File: src/rtl/video_timing_gen.sv
// Raster timing source: vsync/hsync/de plus active-pixel coordinates for the pixel-stream path.
// Optional frame limit (stop after NUM_FRAMES frames, raise o_done) enabled by `define VTG_FRAME_LIMIT_EN.
//
// state | meaning
// IDLE  | counters held at (0,0), all outputs 0, waiting for i_en
// RUN   | counters advance each clk, decode registered onto outputs
// STOP  | frame limit reached, outputs 0 except o_done, left only by reset

module video_timing_gen #(
  parameter int unsigned H_ACTIVE   = 320,
  parameter int unsigned H_FP       = 8,
  parameter int unsigned H_SYNC     = 16,
  parameter int unsigned H_BP       = 16,
  parameter int unsigned V_ACTIVE   = 240,
  parameter int unsigned V_FP       = 2,
  parameter int unsigned V_SYNC     = 2,
  parameter int unsigned V_BP       = 4,
  parameter int unsigned NUM_FRAMES = 1
) (
  input  logic        clk,
  input  logic        rst_n,
  input  logic        i_en,
  output logic        o_vsync,
  output logic        o_hsync,
  output logic        o_de,
  output logic [15:0] o_hpos,
  output logic [15:0] o_vpos,
  output logic        o_frame_start,
  output logic [15:0] o_frame_cnt,
  output logic        o_done
);

  localparam logic [15:0] H_LAST     = 16'(H_SYNC + H_BP + H_ACTIVE + H_FP - 1);
  localparam logic [15:0] V_LAST     = 16'(V_SYNC + V_BP + V_ACTIVE + V_FP - 1);
  localparam logic [15:0] H_SYNC_W   = 16'(H_SYNC);
  localparam logic [15:0] V_SYNC_W   = 16'(V_SYNC);
  localparam logic [15:0] H_DE_START = 16'(H_SYNC + H_BP);
  localparam logic [15:0] H_DE_END   = 16'(H_SYNC + H_BP + H_ACTIVE - 1);
  localparam logic [15:0] V_DE_START = 16'(V_SYNC + V_BP);
  localparam logic [15:0] V_DE_END   = 16'(V_SYNC + V_BP + V_ACTIVE - 1);
  localparam logic [15:0] NUM_FRAMES_W = 16'(NUM_FRAMES);

`ifdef VTG_FRAME_LIMIT_EN
  localparam bit LIMIT_EN = 1'b1;
`else
  localparam bit LIMIT_EN = 1'b0;
`endif

  typedef enum logic [1:0] {
    S_IDLE = 2'd0,
    S_RUN  = 2'd1,
    S_STOP = 2'd2
  } state_t;

  state_t      state_q;
  logic [15:0] h_cnt_q, v_cnt_q, frame_cnt_q;
  logic        vsync_q, hsync_q, de_q, frame_start_q;
  logic [15:0] hpos_q, vpos_q;

  logic        h_last, v_last, limit_hit;
  logic        vsync_d, hsync_d, de_d, frame_start_d;
  logic [15:0] hpos_d, vpos_d;

  assign h_last = (h_cnt_q == H_LAST);
  assign v_last = (v_cnt_q == V_LAST);
  // frame_cnt_q + 1 is the count this frame end is about to publish
  assign limit_hit = LIMIT_EN && ((frame_cnt_q + 16'd1) == NUM_FRAMES_W);

  assign hsync_d       = (h_cnt_q < H_SYNC_W);
  assign vsync_d       = (v_cnt_q < V_SYNC_W);
  assign de_d          = (h_cnt_q >= H_DE_START) && (h_cnt_q <= H_DE_END) &&
                         (v_cnt_q >= V_DE_START) && (v_cnt_q <= V_DE_END);
  assign hpos_d        = de_d ? (h_cnt_q - H_DE_START) : 16'd0;
  assign vpos_d        = de_d ? (v_cnt_q - V_DE_START) : 16'd0;
  assign frame_start_d = (h_cnt_q == 16'd0) && (v_cnt_q == 16'd0);

`ifdef VTG_FRAME_LIMIT_EN
  logic done_q;
  assign o_done = done_q;
`else
  assign o_done = 1'b0;
`endif

  always_ff @(posedge clk or negedge rst_n) begin
    if (!rst_n) begin
      state_q       <= S_IDLE;
      h_cnt_q       <= '0;
      v_cnt_q       <= '0;
      frame_cnt_q   <= '0;
      vsync_q       <= 1'b0;
      hsync_q       <= 1'b0;
      de_q          <= 1'b0;
      hpos_q        <= '0;
      vpos_q        <= '0;
      frame_start_q <= 1'b0;
`ifdef VTG_FRAME_LIMIT_EN
      done_q        <= 1'b0;
`endif
    end else begin
      vsync_q       <= 1'b0;
      hsync_q       <= 1'b0;
      de_q          <= 1'b0;
      hpos_q        <= '0;
      vpos_q        <= '0;
      frame_start_q <= 1'b0;
      case (state_q)
        S_IDLE: begin
          h_cnt_q <= '0;
          v_cnt_q <= '0;
          if (i_en) state_q <= S_RUN;
        end
        S_RUN: begin
          vsync_q       <= vsync_d;
          hsync_q       <= hsync_d;
          de_q          <= de_d;
          hpos_q        <= hpos_d;
          vpos_q        <= vpos_d;
          frame_start_q <= frame_start_d;
          if (h_last) begin
            h_cnt_q <= '0;
            if (v_last) begin
              // frame boundary: the only place a run may stop
              v_cnt_q     <= '0;
              frame_cnt_q <= frame_cnt_q + 16'd1;
              if (limit_hit) begin
                state_q <= S_STOP;
`ifdef VTG_FRAME_LIMIT_EN
                done_q  <= 1'b1;
`endif
              end else if (!i_en) begin
                state_q <= S_IDLE;
              end
            end else begin
              v_cnt_q <= v_cnt_q + 16'd1;
            end
          end else begin
            h_cnt_q <= h_cnt_q + 16'd1;
          end
        end
        S_STOP: begin
          h_cnt_q <= '0;
          v_cnt_q <= '0;
        end
        default: state_q <= S_IDLE;
      endcase
    end
  end

  assign o_vsync       = vsync_q;
  assign o_hsync       = hsync_q;
  assign o_de          = de_q;
  assign o_hpos        = hpos_q;
  assign o_vpos        = vpos_q;
  assign o_frame_start = frame_start_q;
  assign o_frame_cnt   = frame_cnt_q;

endmodule
File: config.mk
export PLATFORM = sky130hd
export DESIGN_NAME = video_timing_gen
export DESIGN_NICKNAME = d
export VERILOG_FILES = /design/src/rtl/video_timing_gen.sv
export SDC_FILE = /design/constraint.sdc
export NUM_CORES = 1
export LEC_CHECK = 0
export CELL_PAD_IN_SITES_DETAIL_PLACEMENT = 1
export CELL_PAD_IN_SITES_GLOBAL_PLACEMENT = 1
export CORE_ASPECT_RATIO = 1.75
export CORE_MARGIN = 2
export CORE_UTILIZATION = 47
export DETAILED_ROUTE_END_ITERATION = 6
export PLACE_DENSITY_LB_ADDON = 0.1
export RECOVER_POWER = 100
export REMOVE_ABC_BUFFERS = 1
export SYNTH_ARGS = -nofsm -noshare
export SYNTH_HDL_FRONTEND = slang
export SYNTH_SLANG_ARGS = --single-unit
export TNS_END_PERCENT = 30
File: constraint.sdc
create_clock -name clk -period 3.28 [get_ports clk]
set_input_delay 0.656 -clock clk [delete_from_list [all_inputs] [get_ports clk]]
set_output_delay 0.656 -clock clk [all_outputs]
set_load 0.01 [all_outputs]
==> impl_summary.txt <==
----------------------------------------------------
[STA]
  Final hold violation count ... 0
  Clk_skew ... 0.00855 ns
  Tightest slew margin relative to the limit ... -37.7%
  Setup TNS ... 0 ns
  Min cycle time layout ... 2.68 ns
  Highest clock frequency the design can meet ... 0.373 GHz
  Least-Margin Pin Slew ... 2.07 ns
  Number of failing setup endpoints in the final timing report ... 0
  Setup repair after global routing missed its margin ... false
  Ratio of final minimum period to clock period ... 81.7%
  Number of slew-limit violations in the final report ... 86

[Route]
  Vias per inst ... 5.78
  Met1 Wirelength ... 4020 um
  Detail-routed net length per standard cell ... 19.3 um
  Post-Route WL ... 10900 um
  Final ANT Viol Nets ... 0
  Routed length on met3 ... 263 um
  Remaining DRCs ... 0
  Met2 WL post-DR ... 6220 um
  Total via count after detailed routing ... 3262
  Highest Signal Layer ... met4
  Detailed-routing iteration count for the pre-antenna-repair pass ... 4
  Violation count after the first detailed-route iteration ... 87

[Clock network]
  Number of H-tree levels ... 3
  Cts hold-fix bufs ... 0
  Number of buffers created by CTS ... 9
  Maximum buffer depth of the clock tree ... 2
  Setup Fix Bufs, Post-CTS ... 0
  TritonCTS clock tree ... built
  CTS-repair resized insts ... 0
  Register clock-pin slew on the reported worst setup and hold paths ... 0.06 ns
  Root Buffer Master ... clkbuf_16
  Total clock sinks ... 85
  Clock network latency to the later pin of the worst-skew pair ... 0.34 ns

[Synth]
  EDFF count, synth ... 0
  Count of distinct cell types in the synthesized netlist ... 57
  Post-synthesis sequential area ratio ... 49.8%
  Number of standard cells after synthesis ... 395
  Predominant post-synthesis flop cell ... dfrtp_1
  Summed instance area of the synthesized netlist ... 4270 sq um
  Post-synthesis register bit count ... 85
  Count of warnings emitted by yosys ... 0
  Synthesized area divided by synthesized cell count ... 10.8 sq um
  Share of synthesized registers carrying an async set or reset ... 100%

[Min path]
  Hold Path Depth ... 1
  Terminating pin of the worst hold path ... o_frame_cnt[15]
  Launch instance of the worst min-delay path ... o_frame_cnt[15]
  Path category of the worst min-delay check ... reg -> reg

[Pwr]
  Power per unit of standard cell area ... 512 nW/um^2
  IR Drop Worst-Case VDD ... 0.305 mV
  Leak pwr ... 2.55 nW
  Post-layout power ... 0.00258 W

[GRT]
  Number of global-route vias before repair ... 3470
  Total overflow reported by the global router ... 0
  Pin count of the biggest net entering global routing ... 86
  Global-route wire length before repair ... 17700 um
  Number of antenna violations at the first check in global routing ... 0
  Global router's overall resource usage ... 23.3%

[Critical path]
  Number of cells on the worst reg-to-reg path ... 5
  Critical path data arrival time ... 2.93 ns
  Category of the worst setup path capture point ... flip-flop
  Worst r2r src ... v_cnt_q[13]
  Max incr delay on CP ... 0.68 ns
  R2r endpoint ... o_vpos[3]
  Internal reg-to-reg setup slack ... 0.60 ns
  Largest driver fanout on the critical path ... 17
  Critical Path Slowest Stage Cell ... nor4_1
  Setup crit start kind ... flip-flop
  Crit Path Class ... reg -> reg
  CP required ... 3.53 ns
  Critical path, cell by cell ... nor4_1 -> nand2_1 -> nand4b_1 -> buf_4 -> nor3_1

[Die]
  Number of placement rows ... 46
  Starting density of the core ... 47.9%
  Core Footprint ... 8920 sq um
  Chip width ... 76.1 um
  Vert. Die Dim ... 130 um
  Boundary pin count ... 56
  Area of the die ... 9890 sq um

[Cells and area]
  Post-route cell area ... 5040 sq um
  Final antenna diode count ... 0
  Fin util ... 56.5%
  Area added between synthesis and finish ... 18.1%
  Number of standard cells in the layout, taps in and fillers out ... 564
  Layout fillers ... 978
  Total Nets Final ... 451
  Layout cells sized above 1 ... 6.98%

[Place]
  Post-detailed-placement cell area ... 4830 sq um
  Half-perimeter wire length after placement ... 7740 um
  Number of port buffers ... 54
  Routability congestion estimate from global placement ... 0.828
  Placed Cells ... 548

[Job]
  MaxCap Viol Count ... 1

[Outcome]
  Violations in the final reports ... capacitance limit, slew limit
  Status ... complete, but fails checks

----------------------------------------------------
-- sequential cells by signal, summed over array words and instances, names as in the netlist --
name           flops
o_hsync            1
o_frame_start      1
state_q            1
o_vpos            16
o_hpos            16
o_de               1
o_frame_cnt       16
h_cnt_q           16
o_vsync            1
v_cnt_q           16
-- layer usage --
layer	vias up	global-route usage (%)
met2	60	45.3
met3	29	3.53
met5	-	0
met4	0	13.5
li1	1525	-
met1	1648	23.4
-- critical path: cells and delay by family (launching register included) --
| kind | cells | cell delay [ns] |
|---|---|---|
| flip-flops | 1 | 0.49 |
| buffers and inverters | 1 | 0.43 |
| AND/OR/NAND/NOR | 4 | 1.68 |
-- layout by cell type, fill, tap and decap left out, types with 7 or more instances in the layout --
cell type      synthesis  final
nor3_1                29     29
dlygate4sd3_1          0     52
dfrtp_1               85     85
clkbuf_16              0      9
nand3_1               18     18
inv_1                 15     15
nand4_1               12     13
nor4_1                 7     14
nand2_1               17     17
a211oi_1               9      9
a221o_1                8      8
xnor2_1               12     12
and4_1                 7      7
and3_1                20     20
ha_1                   9      9
nor2_1                29     29
xor2_1                24     24
-- cells in the mapped netlist, types with 2 or more instances --
cell type | n | area, sq um
dfrtp_1 | 85 | 2130
nor2_1 | 29 | 109
nor3_1 | 29 | 145
xor2_1 | 24 | 210
and3_1 | 20 | 125
nand3_1 | 18 | 90.1
nand2_1 | 17 | 63.8
inv_1 | 15 | 56.3
clkbuf_1 | 13 | 48.8
nand4_1 | 12 | 75.1
xnor2_1 | 12 | 105
a211oi_1 | 9 | 67.6
ha_1 | 9 | 113
a221o_1 | 8 | 80.1
and4_1 | 7 | 61.3
nor4_1 | 7 | 43.8
buf_6 | 6 | 67.6
a21oi_1 | 5 | 25.0
nor4_4 | 5 | 106
or3_1 | 5 | 31.3
buf_2 | 4 | 20.0
nor4_2 | 4 | 50.1
o21ai_0 | 4 | 20.0
o41ai_1 | 4 | 35.0
and2_1 | 3 | 18.8
buf_4 | 3 | 22.5
o211ai_1 | 3 | 22.5
o31ai_1 | 3 | 22.5
a21o_1 | 2 | 15.0
a22o_1 | 2 | 17.5
or4_1 | 2 | 15.0
-- worst max path at each step --
stage | startpoint | end | slack (ns) | cells past startpoint
2_1_floorplan | v_cnt_q[6] | o_hpos[11] | 0.95 | 4
3_3_place_gp | state_q[0] | o_frame_cnt[1] | 0.99 | 4
6_report | v_cnt_q[13] | o_vpos[3] | 0.60 | 5
3_5_place_dp | v_cnt_q[13] | o_vpos[15] | 0.90 | 5
5_1_grt | v_cnt_q[13] | o_vpos[12] | 0.34 | 5
4_1_cts | v_cnt_q[13] | o_vpos[3] | 0.87 | 5
-- where the power goes --
part / total, W / leakage (nW) / internal (W) / switching, W
Sequential: 0.00116 / 1.16 / 0.00110 / 0.0000598
Combinational: 0.000397 / 1.25 / 0.000148 / 0.000249
Clock: 0.00103 / 0.146 / 0.000612 / 0.000414
Total: 0.00258 / 2.55 / 0.00186 / 0.000723
-- layout make-up --
class	instances	area [sq um]	share of cell area, %
clock buffer	11	243	4.81
clock inverter	5	60.1	1.19
inverter	15	56.3	1.12
multi-input combinational	271	1850	36.7
sequential	85	2130	42.2
tap	120	150	2.98
timing repair buffer	57	558	11.1
-- kinds of logic (layout without fill, tap and decap cells) --
logic type | after synthesis | after routing | synth area share (%)
AND/OR/NAND/NOR | 175 | 175 | 26.2
flip-flops | 85 | 85 | 49.8
AO/OA/AOI/OAI | 45 | 45 | 8.23
buffers and inverters | 42 | 88 | 5.13
XOR/XNOR | 36 | 36 | 7.38
adder cells (fa/ha/maj) | 9 | 9 | 2.64
multiplexers | 2 | 2 | 0.498
other | 1 | 4 | 0.0878
-- through the flow --
step | hold slack (ns) | worst slack, ns
after floorplan | 0.360 | 0.954
after global placement | 0.467 | 0.990
after detailed placement | 0.461 | 0.901
after CTS | 0.473 | 0.871
after global routing | 0.494 | 0.342
final | 0.465 | 0.599
Power figures use the tool's default switching activity.
